File: config.mk
export PLATFORM = sky130hd
export DESIGN_NAME = rotary_position_decoder
export DESIGN_NICKNAME = d
export VERILOG_FILES = /design/src/rtl/space_pkg.sv /design/src/rtl/quad_input_filter.sv /design/src/rtl/rotary_position_decoder.sv
export SDC_FILE = /design/constraint.sdc
export NUM_CORES = 1
export LEC_CHECK = 0
export CAP_MARGIN = 30
export CORE_AREA = 2 2 83 85
export CTS_BUF_LIST = sky130_fd_sc_hd__clkbuf_4
export CTS_CLUSTER_SIZE = 14
export DETAILED_ROUTE_END_ITERATION = 12
export DIE_AREA = 0 0 85 87
export GPL_ROUTABILITY_DRIVEN = 0
export GPL_TIMING_DRIVEN = 0
export PLACE_DENSITY_LB_ADDON = 0.3
export SETUP_SLACK_MARGIN = 0.1
export SLEW_MARGIN = 20
export SYNTH_ARGS = -nofsm -noshare
export SYNTH_HDL_FRONTEND = slang
export SYNTH_SLANG_ARGS = --single-unit
File: constraint.sdc
create_clock -name clk -period 4.2 [get_ports clk]
set_clock_uncertainty 0.1 [all_clocks]
set_input_delay 0.84 -clock clk [delete_from_list [all_inputs] [get_ports clk]]
set_output_delay 0.84 -clock clk [all_outputs]
set_load 0.02 [all_outputs]
File: src/rtl/space_pkg.sv
// Shared constants for the game's input side: quadrature states, step directions
// and the screen geometry that bounds the ship's x-coordinate.
package space_pkg;

  typedef enum logic [1:0] {
    QUAD_00 = 2'b00,
    QUAD_01 = 2'b01,
    QUAD_11 = 2'b11,
    QUAD_10 = 2'b10
  } quad_state_t;

  localparam logic DIR_CW  = 1'b1;
  localparam logic DIR_CCW = 1'b0;

  localparam int SCREEN_W = 640;
  localparam int SHIP_W   = 32;

  // Next {A,B} state when turning clockwise: 00 -> 01 -> 11 -> 10 -> 00.
  function automatic logic [1:0] quad_cw_next(input logic [1:0] q);
    case (q)
      QUAD_00: return QUAD_01;
      QUAD_01: return QUAD_11;
      QUAD_11: return QUAD_10;
      default: return QUAD_00;
    endcase
  endfunction

endpackage

File: src/rtl/quad_input_filter.sv
// One encoder channel: 2-FF synchroniser followed by a glitch filter that only
// follows the synced pin after it has held a new value for FILTER_CYCLES clocks.
module quad_input_filter #(
  parameter int FILTER_CYCLES = 16
) (
  input  logic clk,
  input  logic reset,
  input  logic pin,
  output logic filtered,
  output logic stable
);

  localparam int CW = (FILTER_CYCLES > 1) ? $clog2(FILTER_CYCLES) : 1;
  localparam logic [CW-1:0] CNT_LAST = CW'(FILTER_CYCLES - 1);

  logic          sync1;
  logic          sync2;
  logic [CW-1:0] cnt;
  logic [1:0]    primed;

  always_ff @(posedge clk or posedge reset) begin
    if (reset) begin
      sync1    <= 1'b0;
      sync2    <= 1'b0;
      cnt      <= '0;
      filtered <= 1'b0;
      primed   <= 2'b00;
    end else begin
      sync1  <= pin;
      sync2  <= sync1;
      primed <= {primed[0], 1'b1};
      if (sync2 != filtered) begin
        if (cnt == CNT_LAST) begin
          filtered <= sync2;
          cnt      <= '0;
        end else begin
          cnt <= cnt + CW'(1);
        end
      end else begin
        cnt <= '0;
      end
    end
  end

  // Stable only once the synchroniser holds real pin samples, so the reset
  // zeros in the pipeline are never mistaken for a settled pin level.
  assign stable = primed[1] && (sync2 == filtered);

endmodule

File: src/rtl/rotary_position_decoder.sv
// Quadrature reader for one rotary encoder: filters A/B, decodes Gray-code steps
// into detents and keeps a saturating ship x-position.
module rotary_position_decoder
  import space_pkg::*;
#(
  parameter int FILTER_CYCLES = 16,
  parameter int POS_WIDTH     = 10,
  parameter int POS_MIN       = 0,
  parameter int POS_MAX       = SCREEN_W - SHIP_W,
  parameter int POS_RESET     = 304,
  parameter int STEP          = 4
) (
  input  logic                 clk,
  input  logic                 reset,
  input  logic                 rota,
  input  logic                 rotb,
  input  logic                 enable,
  input  logic                 pos_load,
  input  logic [POS_WIDTH-1:0] pos_load_value,
  output logic                 step_pulse,
  output logic                 step_dir,
  output logic                 quad_error,
  output logic [POS_WIDTH-1:0] position,
  output logic                 at_min,
  output logic                 at_max
);

  localparam int AW = POS_WIDTH + 2;
  localparam logic signed [AW-1:0] MIN_S  = AW'(POS_MIN);
  localparam logic signed [AW-1:0] MAX_S  = AW'(POS_MAX);
  localparam logic signed [AW-1:0] STEP_S = AW'(STEP);

  function automatic logic [POS_WIDTH-1:0] clamp_pos(input logic signed [AW-1:0] v);
    if (v > MAX_S)      return MAX_S[POS_WIDTH-1:0];
    else if (v < MIN_S) return MIN_S[POS_WIDTH-1:0];
    else                return v[POS_WIDTH-1:0];
  endfunction

  logic filt_a, filt_b, stable_a, stable_b;

  quad_input_filter #(.FILTER_CYCLES(FILTER_CYCLES)) u_filter_a (
    .clk      (clk),
    .reset    (reset),
    .pin      (rota),
    .filtered (filt_a),
    .stable   (stable_a)
  );

  quad_input_filter #(.FILTER_CYCLES(FILTER_CYCLES)) u_filter_b (
    .clk      (clk),
    .reset    (reset),
    .pin      (rotb),
    .filtered (filt_b),
    .stable   (stable_b)
  );

  logic [1:0]        cur;
  logic [1:0]        prev_q;
  logic              captured;
  logic signed [2:0] acc;

  logic signed [3:0] acc_sum;
  logic signed [2:0] acc_next;
  logic              step_fire;
  logic              step_cw;
  logic              err_fire;

  assign cur = {filt_a, filt_b};

  // One quarter-step per filtered change; a full detent is four in one direction.
  always_comb begin
    acc_sum   = signed'({acc[2], acc});
    acc_next  = acc;
    step_fire = 1'b0;
    step_cw   = 1'b0;
    err_fire  = 1'b0;
    if (captured && (cur != prev_q)) begin
      if (cur == ~prev_q) begin
        err_fire = 1'b1;
        acc_next = '0;
      end else begin
        if (cur == quad_cw_next(prev_q)) acc_sum = signed'({acc[2], acc}) + 4'sd1;
        else                             acc_sum = signed'({acc[2], acc}) - 4'sd1;
        if ((acc_sum == 4'sd4) || (acc_sum == -4'sd4)) begin
          step_fire = 1'b1;
          step_cw   = (acc_sum == 4'sd4);
          acc_next  = '0;
        end else begin
          acc_next = acc_sum[2:0];
        end
      end
    end
  end

  logic signed [AW-1:0] pos_ext;
  logic signed [AW-1:0] pos_stepped;
  logic signed [AW-1:0] load_ext;

  assign pos_ext     = signed'({2'b00, position});
  assign pos_stepped = step_cw ? (pos_ext + STEP_S) : (pos_ext - STEP_S);
  assign load_ext    = signed'({2'b00, pos_load_value});

  always_ff @(posedge clk or posedge reset) begin
    if (reset) begin
      position   <= POS_WIDTH'(POS_RESET);
      step_pulse <= 1'b0;
      step_dir   <= DIR_CCW;
      quad_error <= 1'b0;
      acc        <= '0;
      captured   <= 1'b0;
      prev_q     <= QUAD_00;
    end else begin
      step_pulse <= step_fire;
      quad_error <= err_fire;
      acc        <= acc_next;
      if (step_fire) step_dir <= step_cw ? DIR_CW : DIR_CCW;
      // The first settled pin pair only seeds the reference state.
      if (!captured) begin
        if (stable_a && stable_b) begin
          captured <= 1'b1;
          prev_q   <= cur;
        end
      end else begin
        prev_q <= cur;
      end
      if (pos_load)                 position <= clamp_pos(load_ext);
      else if (step_fire && enable) position <= clamp_pos(pos_stepped);
    end
  end

  assign at_min = (position == POS_WIDTH'(POS_MIN));
  assign at_max = (position == POS_WIDTH'(POS_MAX));

endmodule

### After elaboration in Yosys (flattened, before gate mapping)

Index checks and enable logic that the tools add are counted.

| word-level totals | value |
|---|---|
| bits in read-only memories | 0 |
| logic and storage cells | 86 |
| latch bits | 0 |
| output and inout bits | 15 |
| memories | 0 |
| bits of input ports | 16 |
| bits in registers | 37 |
| RAM bits | 0 |

| cells by class | value |
|---|---|
| reductions and logical operators | 12 |
| add/sub/neg operators | 6 |
| divide/modulo/power cells | 0 |
| multiplexer cells | 32 |
| $mul | 0 |
| bitwise logic cells | 1 |
| equality and inequality tests | 14 |
| shift operators | 0 |
| $lt $le $gt $ge | 4 |

Operators with widths:

| kind | count |
|---|---|
| 10-bit two-way mux | 6 |
| 4-bit two-way mux | 7 |
| 4-bit == test, second input constant | 3 |
| 12-bit by 11-bit > comparator with 1-bit output, second input constant | 1 |
| 12-bit by 1-bit less-than comparator with 1-bit output, second input constant | 1 |
| 12-bit two-way mux | 1 |
| 10-bit by 3-bit adder with 11-bit output, second input constant | 1 |
| 1-bit two-way mux | 11 |
| 10-bit by 3-bit subtractor with 11-bit output, second input constant | 1 |
| 10-bit == test, second input constant | 1 |
| 10-bit > comparator, second input constant | 1 |
| 10-bit zero test | 1 |
| 10-bit by 1-bit less-than comparator with 1-bit output, second input constant | 1 |
| 4-bit by 1-bit adder with 4-bit output, second input constant | 2 |
| 2-bit two-way mux | 4 |
| 3-bit two-way mux | 2 |
| 2-bit one-hot mux with 3 select lines | 1 |
| 1-bit logical AND | 5 |
| 3-bit by 2-bit adder with 4-bit output, second input constant | 1 |
| 2-bit == test | 2 |
| 4-bit by 3-bit == test with 1-bit output, second input constant | 1 |
| 2-bit AND reduction | 2 |
| 2-bit nonzero test | 2 |
| 3-bit by 2-bit subtractor with 4-bit output, second input constant | 1 |
| 8 further kinds | 10 |

### Logic depth before layout (Yosys ltp)

Gate-level depths: netlist of the first run.

| logic depth | value |
|---|---|
| depth in word-level cells | 19 |
| depth in mapped cells | 12 |
| mapped depth without buffers | 11 |

### Cells and area by module

Synthesis of the first run repeated with hierarchy kept, for this count alone.

| second synthesis, totals | value |
|---|---|
| cell total of the unflattened synthesis | 234 |
| area total of the unflattened synthesis | 2,302.2 µm² |

Modules (own cells, without submodules):

| module | seq. area each (µm²) | instances | cells each | area an instance (µm²) |
|---|---|---|---|---|
| rotary_position_decoder | 479.2 | 1 | 188 | 1,631.6 |
| quad_input_filter | 225.2 | 2 | 23 | 335.3 |

### Worst setup path after synthesis of the first run

Ideal clock, no wire load.

| path | value |
|---|---|
| path type | flip-flop to flip-flop |
| from | register u_filter_b.filtered |
| to | register position[2] |
| buffers on the path | 0 |
| stages on the path, launching flop included | 12 |
| period minus slack after synthesis | 3.020 ns |
| arrival | 2.827 ns |
| slack | 1.180 ns |
| cell sequence | dfrtp_1 -> xor2_1 -> nand2_1 -> inv_1 -> fa_1 -> xor2_1 -> a2111o_1 -> nor4_1 -> a311oi_1 -> o41ai_2 -> nand2_2 -> o31ai_2 |

| between the ends | value |
|---|---|
| cells in the longest elaborated chain, start to end | 15 |

RTL lines:

| what | line | RTL |
|---|---|---|
| from (decl) | quad_input_filter.sv:9 | `output logic filtered,` |
| from (signal assigned) | quad_input_filter.sv:34 | `filtered <= sync2;` |
| 2-bit == test | rotary_position_decoder.sv:82 | `if (cur == quad_cw_next(prev_q)) acc_sum = signed'({acc[2], acc}) + 4'sd1;` |
| 4-bit two-way mux | rotary_position_decoder.sv:82 |  |
| 4-bit two-way mux | rotary_position_decoder.sv:78 | `if (cur == ~prev_q) begin` |
| 4-bit two-way mux | rotary_position_decoder.sv:77 | `if (captured && (cur != prev_q)) begin` |
| 4-bit == test / 4-bit by 3-bit == test with 1-bit output (equally long branches) | rotary_position_decoder.sv:84, rotary_position_decoder.sv:86 |  |
| 1-bit logical OR | rotary_position_decoder.sv:84 | `if ((acc_sum == 4'sd4) \|\| (acc_sum == -4'sd4)) begin` |
| 1-bit two-way mux | rotary_position_decoder.sv:84 |  |
| 1-bit two-way mux | rotary_position_decoder.sv:78 |  |
| 1-bit two-way mux | rotary_position_decoder.sv:77 |  |
| 12-bit two-way mux | rotary_position_decoder.sv:100 | `assign pos_stepped = step_cw ? (pos_ext + STEP_S) : (pos_ext - STEP_S);` |
| 12-bit by 1-bit less-than comparator with 1-bit output | rotary_position_decoder.sv:35 | `else if (v < MIN_S) return MIN_S[POS_WIDTH-1:0];` |
| 10-bit two-way mux | rotary_position_decoder.sv:35 |  |
| 10-bit two-way mux | rotary_position_decoder.sv:34 | `if (v > MAX_S) return MAX_S[POS_WIDTH-1:0];` |
| 10-bit two-way mux | rotary_position_decoder.sv:127 | `else if (step_fire && enable) position <= clamp_pos(pos_stepped);` |
| 10-bit two-way mux | rotary_position_decoder.sv:126 | `if (pos_load) position <= clamp_pos(load_ext);` |
| to (signal assigned) | rotary_position_decoder.sv:105 | `position <= POS_WIDTH'(POS_RESET);` |
| to (signal assigned) | rotary_position_decoder.sv:126 |  |
| to (signal assigned) | rotary_position_decoder.sv:127 |  |
| to (decl) | rotary_position_decoder.sv:23 | `output logic [POS_WIDTH-1:0] position,` |

Parallel ways exist; a longest one is shown, timed or not. The select of a mux whose other input is x is not followed.
A chain may end at the register's enable or synchronous reset.

### Worst setup path in the final report of the first run

| path | value |
|---|---|
| from | register u_filter_a.filtered |
| to | register position[2] |

| between the ends | value |
|---|---|
| cells in the longest elaborated chain, start to end | 15 |

RTL lines:

| what | line |
|---|---|
| from (decl) | quad_input_filter.sv:9 |
| from (signal assigned) | quad_input_filter.sv:34 |
| 2-bit == test | rotary_position_decoder.sv:82 |
| 4-bit two-way mux | rotary_position_decoder.sv:82 |
| 4-bit two-way mux | rotary_position_decoder.sv:78 |
| 4-bit two-way mux | rotary_position_decoder.sv:77 |
| 4-bit == test / 4-bit by 3-bit == test with 1-bit output (equally long branches) | rotary_position_decoder.sv:84, rotary_position_decoder.sv:86 |
| 1-bit logical OR | rotary_position_decoder.sv:84 |
| 1-bit two-way mux | rotary_position_decoder.sv:84 |
| 1-bit two-way mux | rotary_position_decoder.sv:78 |
| 1-bit two-way mux | rotary_position_decoder.sv:77 |
| 12-bit two-way mux | rotary_position_decoder.sv:100 |
| 12-bit by 1-bit less-than comparator with 1-bit output | rotary_position_decoder.sv:35 |
| 10-bit two-way mux | rotary_position_decoder.sv:35 |
| 10-bit two-way mux | rotary_position_decoder.sv:34 |
| 10-bit two-way mux | rotary_position_decoder.sv:127 |
| 10-bit two-way mux | rotary_position_decoder.sv:126 |

Parallel ways exist; a longest one is shown, timed or not. The select of a mux whose other input is x is not followed.

==> results.txt, run 1 <==
The run gives 0 as the total of max-cap violations. In this run, synthesis inferred 0 flip-flops with an integrated enable. The number of warning messages in the yosys log came out at 0. Buffers inserted to repair hold after CTS numbered 0. Entering global routing, the biggest net connects 36 pins. The run gives 7400 um2 as the overall die area. Sequential cells burn 42.5% of the power. The area of the core was 6570 um2; the via count was 2,046. The mean routed wirelength per cell works out to 15.2 um. Number of antenna diodes: 0.

The net count of the finished layout is 312. Worst IR drop on VDD: 196 uV. Setup violations remaining at the end of the flow were counted as 0. The tree is rooted in a clkbuf_4. Clock-pin slew was measured on the worst setup and hold paths at 0.10 ns. The run gives 2 as the maximum buffer depth of the clock tree. Family with the most delay on the worst path: compound AO/OA/AOI/OAI gates.

The combinational share of power is 38.7%. Of the available clock period, the critical path in the final layout requires 82.1%. The startpoint type of the worst setup path is a flop. Summed over all nets, the switching power comes to 373 uW. For the pin with the worst max-slew slack, the measured transition is 0.723 ns. Net switching is 38.5% of the power. Number of synthesized register bits: 35.

The critical path goes through xnor2_1 > nand2_1 > ha_1 > ha_1 > nand2_1 > a2111o_1 > nor4_1 > a311oi_1 > o41ai_2 > nand2_2 > o31ai_2. The net count after synthesis was 275. The logs give 250 for the number of instances in the synthesized netlist and 0 for the number of cells upsized or downsized after cts.

Clock latency on the worst-skew pair: 0.34 ns. The accumulated negative setup slack came out at 0 ns. The average vias per placed instance works out to 5.56. In the post-route analysis, the smallest setup slack over all paths is 0.750 ns. Wire length reported by the detailed router: 5610 um.

Cell with the largest stage delay on the worst path: o41ai_2. The number of instances on the worst hold path was 0. The reg-to-reg setup timing slack came out at 0.75 ns. Counting every sink on the clock net gives 35.

In the layout the commonest cells are 32 x dfrtp_1, 30 x clkdlybuf4s50_1, 21 x a21oi_1. After detailed routing, the number of remaining DRC violations is 0. The first global-routing pass estimated 9360 um of wire.

Count of final max-slew check failures: 0. The fraction of layout instances using a drive strength above 1 is 15.3%, and the count of buffers inserted at the top-level ports is 30. The endpoint of the most critical register-to-register path is position[2]. Power spread over the standard cell area amounts to 341 nW/um2. For this design the top-level I/O count stands at 31. Once the floorplan was initialized, standard cells occupied 36.3% of the core.

The area growth from synthesis to layout was 19.2%. The number of antenna violations at the first check in global routing is 0, and the highest fanout seen on the critical path is 6. After floorplanning, the core was divided into 30 placement rows.

The worst stage delay on the critical path was 0.53 ns. The flow ran to the end, and the final reports show no timing, DRC or antenna violations. For the tightest slew margin relative to the limit, the log shows 51.7%. Static timing analysis puts the maximum clock frequency at 0.290 GHz.

The share of the Yosys chip area taken by registers is 36.9%. The worst hold-check path type was reg -> reg. Iteration count of the initial detailed-routing pass: 4.

The die outline height is 87 um. In this run the post-CTS setup repair buffer count came out at 0. At the placement stage, the worst setup path has a slack of 0.740 ns.

Averaged over all synthesized cells, the footprint is 9.53 um2. TritonCTS created 5 clock buffers. The data arrival time of the critical path is 3.60 ns. The clock network is responsible for 18.8% of the overall power.

The final global-route overflow total is 0, and the cell-internal power is 596 uW. The logs give 0.00112 uW for the static leakage and 0 for the number of hold violations in the final report. Most common cell after layout, fill and taps aside: dfrtp_1.

The worst register-to-register path begins at u_filter_a.filtered. The die is 85 um wide. The HPWL after detailed placement is 4380 um, and the synthesized cell area is 2380 um2. The overall track demand over capacity in global routing was 16.0%; the share of flip-flops with an asynchronous set or reset was 100%. The hold-critical path endpoint is u_filter_b.sync2. For the count of cell types in the netlist, the log shows 63. For the number of routed nets with antenna violations, the log shows 0.

The number of levels in the clock H-tree is 2. TritonCTS built the clock tree. The cell depth of the worst flop-to-flop path works out to 11. The worst setup path is captured at a flop.

The setup path with the least slack is of type reg -> reg. Predominant post-synthesis flop cell: dfrtp_1. The via count of the first global-routing pass was 1,927; the buffer and inverter count on the worst path was 0. The final critical path time including I/O delays and setup is 3.45 ns.

Setup repair after global routing left no endpoint under its margin. The startpoint identified for the worst hold timing path is u_filter_b.sync1. Iteration-0 DRC count of the detailed router: 190. At the worst endpoint, the required time is 4.35 ns.
worst max-delay path by stage:
stage                   startpoint          end  slack, ns  depth (start not counted)
2_1_floorplan  u_filter_b.filtered  position[2]       1.18                         11
3_3_place_gp   u_filter_b.filtered  position[2]       0.79                         11
3_5_place_dp   u_filter_a.filtered  position[2]       0.74                         11
4_1_cts        u_filter_a.filtered  position[2]       0.70                         11
5_1_grt        u_filter_a.filtered  position[2]       0.43                         11
6_report       u_filter_a.filtered  position[2]       0.75                         11
kinds of logic (layout without fill, tap and decap cells):
group | after synthesis | in the layout | synth area share, %
XOR/XNOR | 14 | 14 | 6.09
AND/OR/NAND/NOR | 85 | 85 | 18.9
adder cells (fa/ha/maj) | 9 | 9 | 5.04
AO/OA/AOI/OAI | 75 | 75 | 24.4
buffers and inverters | 27 | 65 | 6.67
flip-flops | 35 | 35 | 36.9
multiplexers | 4 | 4 | 1.89
other | 1 | 1 | 0.157
flip-flops by register name, summed over array words and instances (netlist names):
register / cells
u_filter_a.cnt: 4
quad_error: 1
u_filter_a.filtered: 1
u_filter_b.primed: 1
u_filter_b.cnt: 4
step_dir: 1
acc: 3
step_pulse: 1
u_filter_a.sync2: 1
position: 10
u_filter_b.sync2: 1
u_filter_b.sync1: 1
prev_q: 2
u_filter_a.sync1: 1
captured: 1
u_filter_b.filtered: 1
u_filter_a.primed: 1
per-stage QoR:
step / area [um2] / hold WS (ns) / cells / power, uW / utilization, %
2_1_floorplan: 2380 / 0.231 / 250 / 664 / -
5_1_grt: 2840 / 0.269 / 368 / 1040 / 43.3
4_1_cts: 2840 / 0.263 / 368 / 977 / 43.3
3_5_place_dp: 2780 / 0.236 / 360 / 791 / 42.4
6_report: 2840 / 0.258 / 368 / 970 / 43.3
3_3_place_gp: 2780 / 0.232 / 360 / 786 / 42.4
cell usage after synthesis (5+ instances only):
cell,instances,area (um2)
xnor2_1,7,61.3
dfrtp_1,32,801
nor2_1,13,48.8
a21oi_1,21,105
o21ai_0,6,30.0
nor2b_1,5,31.3
inv_1,19,71.3
a22oi_1,9,67.6
ha_1,8,100
nand3_1,8,40.0
nor3_1,12,60.1
nand2_1,20,75.1
power by group through the flow:
stage / sequential (uW) / clock (uW) / combinational (uW)
finish: 412 / 182 / 375
global route: 419 / 204 / 414
global placement: 418 / 0 / 368
CTS: 413 / 191 / 374
floorplan: 435 / 0 / 229
detailed placement: 419 / 0 / 372
per-layer routing:
metal / routed length (um) / global-route usage (%) / up-vias / share of wire (%)
met4: 76 / 4.76 / 0 / 1.4
li1: - / - / 1005 / -
met2: 2620 / 24.4 / 66 / 47
met1: 2580 / 23.3 / 969 / 46
met5: 0 / 0 / - / 0
met3: 329 / 2.94 / 6 / 5.9
cell type report:
type	count	area, um2
fill	639	3730
timing repair buffer	30	300
inverter	19	71.3
clock inverter	3	20.0
clock buffer	5	37.5
sequential	35	880
multi-input combinational	188	1350
tap	80	100
buffer	8	87.6
(Power assumes the default switching activity.)
==> run 2: changes to the inputs <==
Clock period 4.2 ns to 3.6 ns, I/O delays scaled along.
==> run 2 against run 1 <==
- wire length grew 3.0%
- via count grew 2.7%
- critical path depth shrank 7
- count of clock-buffer cells in the layout is the same
- clock power grew 17%
- sequential share of layout area shrank 1.0 points
- total power grew 18%
- first-iteration DRC count shrank 1.1%
- highest routed layer unchanged
- critical endpoint is now at_min
- largest power group unchanged
- register-to-register slack lost 0.44 ns
- utilization grew 1.6 points
- sequential cell count is the same
==> results.txt, run 2 (synthesized netlist as in run 1, its figures left out) <==
Capturing element type of the critical path: a primary output. The worst stage delay on the critical path came out at 0.65 ns (+0.12 ns). Placed cell area: 2780 um2 (unchanged). TritonCTS built the clock tree. The flow ran to the end, and the final reports show no timing, DRC or antenna violations.

The min-delay analysis places its worst path in the category reg -> reg. The logs give 5 (unchanged) for the number of clock buffers inserted by TritonCTS and 0.259 ns (+0.00119 ns) for the worst hold margin. The number of hold violations in the final report was 0 (unchanged). The run gives 35 (unchanged) as the CTS sink count. The worst setup slack after layout came out at 0.301 ns (-0.449 ns). The fill cell total of the finished layout was 628 (-1.7%).

Setup repair after global routing left no endpoint under its margin. The tools report the overall die area as 7400 um2 (unchanged). The tools report the data arrival time of the critical path as 2.48 ns (-1.12 ns). The worst setup path is launched from a flop. The family with the most delay on the worst path is simple AND/OR/NAND/NOR gates. The overall track demand over capacity in global routing was 16.1% (+0.020 points). The tools report the utilization after layout as 44.9% (+1.6 points). The mean routed wirelength per cell is 15.2 um (about the same). The number of core rows was 30 (unchanged).

The slew at the pin closest to its max-slew limit is 0.762 ns (+0.0392 ns). The cell with the largest stage delay on the worst path was nor3_1. Number of antenna diodes: 0 (unchanged).

The number of I/O pins came out at 31 (unchanged). Master cell of the clock root buffer: clkbuf_4. The worst setup path is of the reg -> out kind. The number of antenna violations at the first check in global routing came out at 0 (unchanged). For the pin count of the biggest net entering global routing, the log shows 36 (unchanged). The highest fanout seen on the critical path was 8 (+2).

The count of final max-slew check failures is 0 (unchanged). Area occupied by multi-input gates: 1370 um2 (+1.6%). The largest registers in the layout are position: 10 flops, u_filter_a.cnt: 4 flops, u_filter_b.cnt: 4 flops.

The fraction of layout instances using a drive strength above 1 was 19.7% (+4.5 points); the tightest slew margin relative to the limit was 48.8% (-2.9 points). The wire length reported by the detailed router was 5770 um (+3.0%); the highest attainable clock frequency was 0.303 GHz. The average vias per placed instance was 5.55 (-0.24%). The logs give 0 (unchanged) for the number of design rule violations left after detail routing and 5 (+1) for the iteration count of the initial detailed-routing pass. Accumulated negative setup slack: 0 ns (unchanged). The worst IR drop on VDD came out at 232 uV (+18%). The post-layout net count was 323 (+3.5%). Walking the worst path, the cells encountered are buf_4 > nor3_1 > nor3b_1 > clkdlybuf4s50_1. The worst path uses 91.6% of the clock period.

The area growth from synthesis to layout works out to 23.7%. The area of the core was 6570 um2 (unchanged); the number of levels in the clock H-tree was 2 (unchanged). The tools report the HPWL after detailed placement as 4380 um (unchanged). Leaving out fill and tap cells, the most frequent cells in the layout are 30 x dfrtp_1, 30 x clkdlybuf4s50_1, 21 x a21oi_1. For the wire length of the first global-routing pass, the log shows 9370 um (+0.15%). The CTS clock-pin slew for the worst setup and hold paths came out at 0.11 ns (about the same). For the via count, the log shows 2,102 (+2.7%). The die outline height was 87 um (unchanged); the total power density per cell area was 389 nW/um2 (+14%). Most flop-heavy register: position. The tools report the static leakage as 0.00118 uW (+4.9%). The count of buffers inserted at the top-level ports is 30 (unchanged), and the die outline width is 85 um (unchanged). For the total setup violations reported at the end of the flow, the log shows 0 (unchanged). The clock latency on the worst-skew pair was 0.34 ns (about the same); the design area was 2950 um2 (+3.7%). Subtracting the final worst setup slack from the clock period gives 3.30 ns. The tools report the number of routed nets with antenna violations as 0 (unchanged). The number of flip-flops in the largest register is 10 (unchanged). The run gives 0 (unchanged) as the final global-route overflow total. The run gives 0 (unchanged) as the total of max-cap violations.

For the iteration-0 DRC count of the detailed router, the log shows 188 (-1.1%). The worst-case setup slack after placement came out at 0.140 ns (-0.600 ns). The buffer and inverter count on the worst path was 2 (+2).

The run gives 2 (unchanged) as the maximum buffer depth of the clock tree. The flip-flop and latch area is 882 um2 (+0.28%), and the required time of the worst setup path is 2.78 ns (-1.57 ns). Initial core utilization: 36.3% (unchanged). Via count of the first global-routing pass: 1,930 (+0.16%).
## run 2: cell count changes in the layout (fill, tap and decap cells not counted), sizes merged
cell  before  now
buf        2   13
## run 2: timing repair
item	CTS	global route
pin swaps	1	3
endpoints found under the setup margin	1	9
hold buffers	0	0
buffers inserted	1	10
gates resized for setup	0	6
hold endpoints to repair	0	0
## run 2: cell type report
cell class	count	share of cell area [%]
multi-input cells	188	46.3
flip-flops and latches	35	29.9
repair buffers	41	13.0
well taps	80	3.40
plain buffers	8	2.97
inverters	19	2.42
clock buffers	5	1.27
clock inverters	3	0.679
## run 2: metal layers
metal  vias to the layer above  track usage, %  share of wire [%]
li1                       1023               -                  -
met1                      1013            23.4                 47
met2                        60            24.4                 47
met3                         6            2.94                4.5
met4                         0            4.76                1.1
met5                         -               0                  0
## run 2: report_power, final
part | internal, uW | total, uW | switching, uW
clock network | 74.9 | 213 | 138
registers | 434 | 482 | 47.9
logic | 194 | 451 | 256
## run 2: stage by stage
step | power, uW | std cells
4_1_cts | 1150 | 369
6_report | 1150 | 379
5_1_grt | 1220 | 379
3_5_place_dp | 923 | 360
3_3_place_gp | 917 | 360
2_1_floorplan | 775 | 250
## run 2: path summary, 6_finish.rpt
check | startpoint | to | slack [ns] | depth (start not counted)
max | position[6] | at_min | 0.30 | 4
min | u_filter_b.sync1 | u_filter_b.sync2 | 0.26 | 0
max reg2reg | u_filter_b.filtered | position[2] | 0.31 | 13
min reg2reg | u_filter_b.sync1 | u_filter_b.sync2 | 0.26 | 0
max in group asynchronous | reset | u_filter_a.filtered | 2.17 | 2
min in group asynchronous | reset | position[3] | 0.71 | 2
==> run 3: changes to the inputs <==
Settings changed: CAP_MARGIN 30 to 20, CORE_AREA 2 2 83 85 to 2 2 78 80, DIE_AREA 0 0 85 87 to 0 0 80 82.
==> run 3 against run 2 <==
- first-iteration DRC count rose by 9.6%
- maximum frequency fell by 2.9%
- utilization rose by 6.7 points
- clock power rose by 2%
- hold slack improved by 0.0032 ns
- global-route usage rose by 2.7 points
==> results.txt, run 3 (synthesized netlist as in run 1, its figures left out) <==
Most common cell after layout, fill and taps aside: clkdlybuf4s50_1. Wire length of the first global-routing pass: 9620 um (+2.6%). For the utilization after layout, the log shows 51.6% (+6.7 points). The final critical path time including I/O delays and setup is 3.40 ns (+0.0992 ns), and the placed cell area is 2780 um2 (-0.22%). The post-layout net count is 319 (-1.2%), and the wire length reported by the detailed router is 5870 um (+1.7%). For the area of the core, the log shows 5750 um2 (-13%). The power share of the clock group was 18.8% (+0.2 points).

The area growth from synthesis to layout is 24.4%, and the data arrival time of the critical path is 3.54 ns (+1.06 ns). For the count of final max-slew check failures, the log shows 0 (unchanged). The worst register-to-register path begins at prev_q[1]. The total power density per cell area is 391 nW/um2 (+0.49%). The maximum buffer depth of the clock tree came out at 2 (unchanged). For the overall track demand over capacity in global routing, the log shows 18.8% (+2.7 points). The power dissipated by switching net loads was 443 uW (about the same); the die outline width was 80 um (-5.9%).

The number of placed cells counting well taps is 355 (-1.4%), and the design area is 2970 um2 (+0.59%). The slew at the pin closest to its max-slew limit is 0.732 ns (-0.0304 ns). Proportion of total power due to net switching: 38.2% (-0.38 points). The tools report the accumulated negative setup slack as 0 ns (unchanged).

The tools report the share of total power in sequential cells as 41.6% (-0.5 points). For the tightest slew margin relative to the limit, the log shows 51.2% (+2.3 points). The final global-route overflow total was 0 (unchanged). The fraction of layout instances using a drive strength above 1 is 22.0% (+2.3 points). The run gives 31 (unchanged) as the number of I/O pins. The root buffer cell chosen for the clock tree is clkbuf_4. Hold-fix buffer count after cts: 0 (unchanged). The overall die area came out at 6560 um2 (-11%). Die outline height: 82 um (-5.7%). The initial core utilization was 41.5% (+5.2 points). Number of antenna violations at the first check in global routing: 0 (unchanged). The mean routed wirelength per cell works out to 15.9 um (+4.2%). The worst IR drop on VDD is 267 uV (+15%). The cell-internal power came out at 716 uW (+1.7%).

The path with the worst hold slack has its endpoint at u_filter_a.sync2. The HPWL after detailed placement was 4320 um (-1.5%); the number of hold violations in the final report was 0 (unchanged). Number of design rule violations left after detail routing: 0 (unchanged).

The final instance count without filler cells came out at 370 (-2.4%). For the number of core rows, the log shows 28 (-6.7%). The share of the cycle needed by the critical path after routing came out at 94.4% (+2.8 points). By startpoint and endpoint, the worst setup path is classified as reg -> reg.

The number of antenna diodes came out at 0 (unchanged). The via count was 2,167 (+3.1%); the number of levels in the clock H-tree was 2 (unchanged). Capturing element type of the critical path: a flop.

More flip-flops sit in one register than any other, and that register is position. The via count of the first global-routing pass was 2,067 (+7.1%). The run gives 1160 uW (+1.1%) as the total chip power. The reg-to-reg setup timing slack is 0.20 ns (-0.11 ns), and the required time of the worst setup path is 3.74 ns (+0.96 ns). The endpoint of the most critical register-to-register path was position[1].

The CTS sink count came out at 35 (unchanged). The run finished with clean final reports. The iteration-0 DRC count of the detailed router came out at 206 (+9.6%). The number of flip-flops in the largest register is 10 (unchanged).

The top cell types in the final layout, fill and taps aside, are 30 x clkdlybuf4s50_1, 29 x dfrtp_1, 21 x a21oi_1. The tools report the total of max-cap violations as 0 (unchanged). Static leakage: 0.00116 uW (-1.1%). The min-delay analysis places its worst path in the category reg -> reg. The startpoint of the tightest hold check path was u_filter_a.sync1. The count of buffers inserted at the top-level ports was 30 (unchanged); the average vias per placed instance was 5.86 (+5.6%). For the combinational share of power, the log shows 39.6% (+0.3 points).

Highest fanout seen on the critical path: 6 (-2). The largest registers in the layout are position: 10 flops, u_filter_a.cnt: 4 flops, u_filter_b.cnt: 4 flops. The number of instances on the worst hold path was 0 (unchanged). The run gives 0 (unchanged) as the number of routed nets with antenna violations.

TritonCTS built the clock tree. The clock latency on the worst-skew pair is 0.34 ns (about the same). The cell depth of the worst flop-to-flop path is 11 (-2), and the number of clock buffers inserted by TritonCTS is 5 (unchanged). The worst setup path is launched from a flop. The iteration count of the initial detailed-routing pass is 5 (unchanged), and the total setup violations reported at the end of the flow is 0 (unchanged).

The pin count of the biggest net entering global routing came out at 36 (unchanged). Setup repair after global routing left no endpoint under its margin. The highest attainable clock frequency was 0.294 GHz (-2.9%). The CTS clock-pin slew for the worst setup and hold paths was 0.11 ns (about the same).
[run 3: cell types whose count changed in the layout (fill, tap and decap cells not counted), sizes merged]
| cell | delta |
|---|---|
| clkinvlp | -1 |
| buf | -4 |
| clkbuf | +1 |
[run 3: how the worst max path moves through the flow]
stage	from	end	cells past startpoint
2_1_floorplan	u_filter_b.filtered	position[2]	11
3_3_place_gp	u_filter_b.filtered	position[2]	11
3_5_place_dp	u_filter_a.filtered	position[4]	11
4_1_cts	u_filter_a.filtered	position[4]	12
5_1_grt	prev_q[1]	position[9]	12
6_report	prev_q[1]	position[1]	11
[run 3: what timing repair did]
item,4_1_cts,5_1_grt
buffers inserted,1,6
endpoints found under the setup margin,2,9
cloned,0,0
pin swaps,2,11
endpoints found under the hold margin,0,0
gates resized for setup,4,11
[run 3: power groups by stage]
stage	registers (uW)	logic [uW]	clock network (uW)
final	482	459	218
after global routing	487	499	248
after global placement	487	427	0
after floorplan	508	268	0
after CTS	481	446	228
after detailed placement	488	431	0
[run 3: stage by stage]
stage | worst slack, ns | hold slack (ns)
after global placement | 0.199 | 0.232
after global routing | 0.0989 | 0.270
after CTS | 0.122 | 0.266
final | 0.202 | 0.262
after floorplan | 0.580 | 0.231
after detailed placement | 0.101 | 0.240
[run 3: metal layers]
layer / up-vias / GRT usage [%] / share of wire [%]
met5: - / 0 / 0
li1: 1013 / - / -
met1: 1042 / 24.7 / 43
met4: 0 / 8.14 / 2.2
met3: 15 / 3.63 / 6.5
met2: 97 / 30.3 / 48
[run 3: worst max-delay path, cell delays in order, from the launching register on]
cell and delay (ns):
dfrtp_1 0.45, xor2_1 0.17, nand2_2 0.13, inv_1 0.07, fa_2 0.36, xor2_1 0.20, a2111o_1 0.49, nor4_2 0.34
a311oi_2 0.11, o41ai_4 0.49, nand2_2 0.19, o21ai_0 0.21
[run 3: final cells by class]
cell class / count / area, um2
plain buffers: 8 / 87.6
well taps: 75 / 93.8
clock inverters: 2 / 13.8
flip-flops and latches: 35 / 883
inverters: 19 / 71.3
clock buffers: 6 / 45.0
fillers: 551 / 2780
repair buffers: 37 / 353
multi-input cells: 188 / 1420
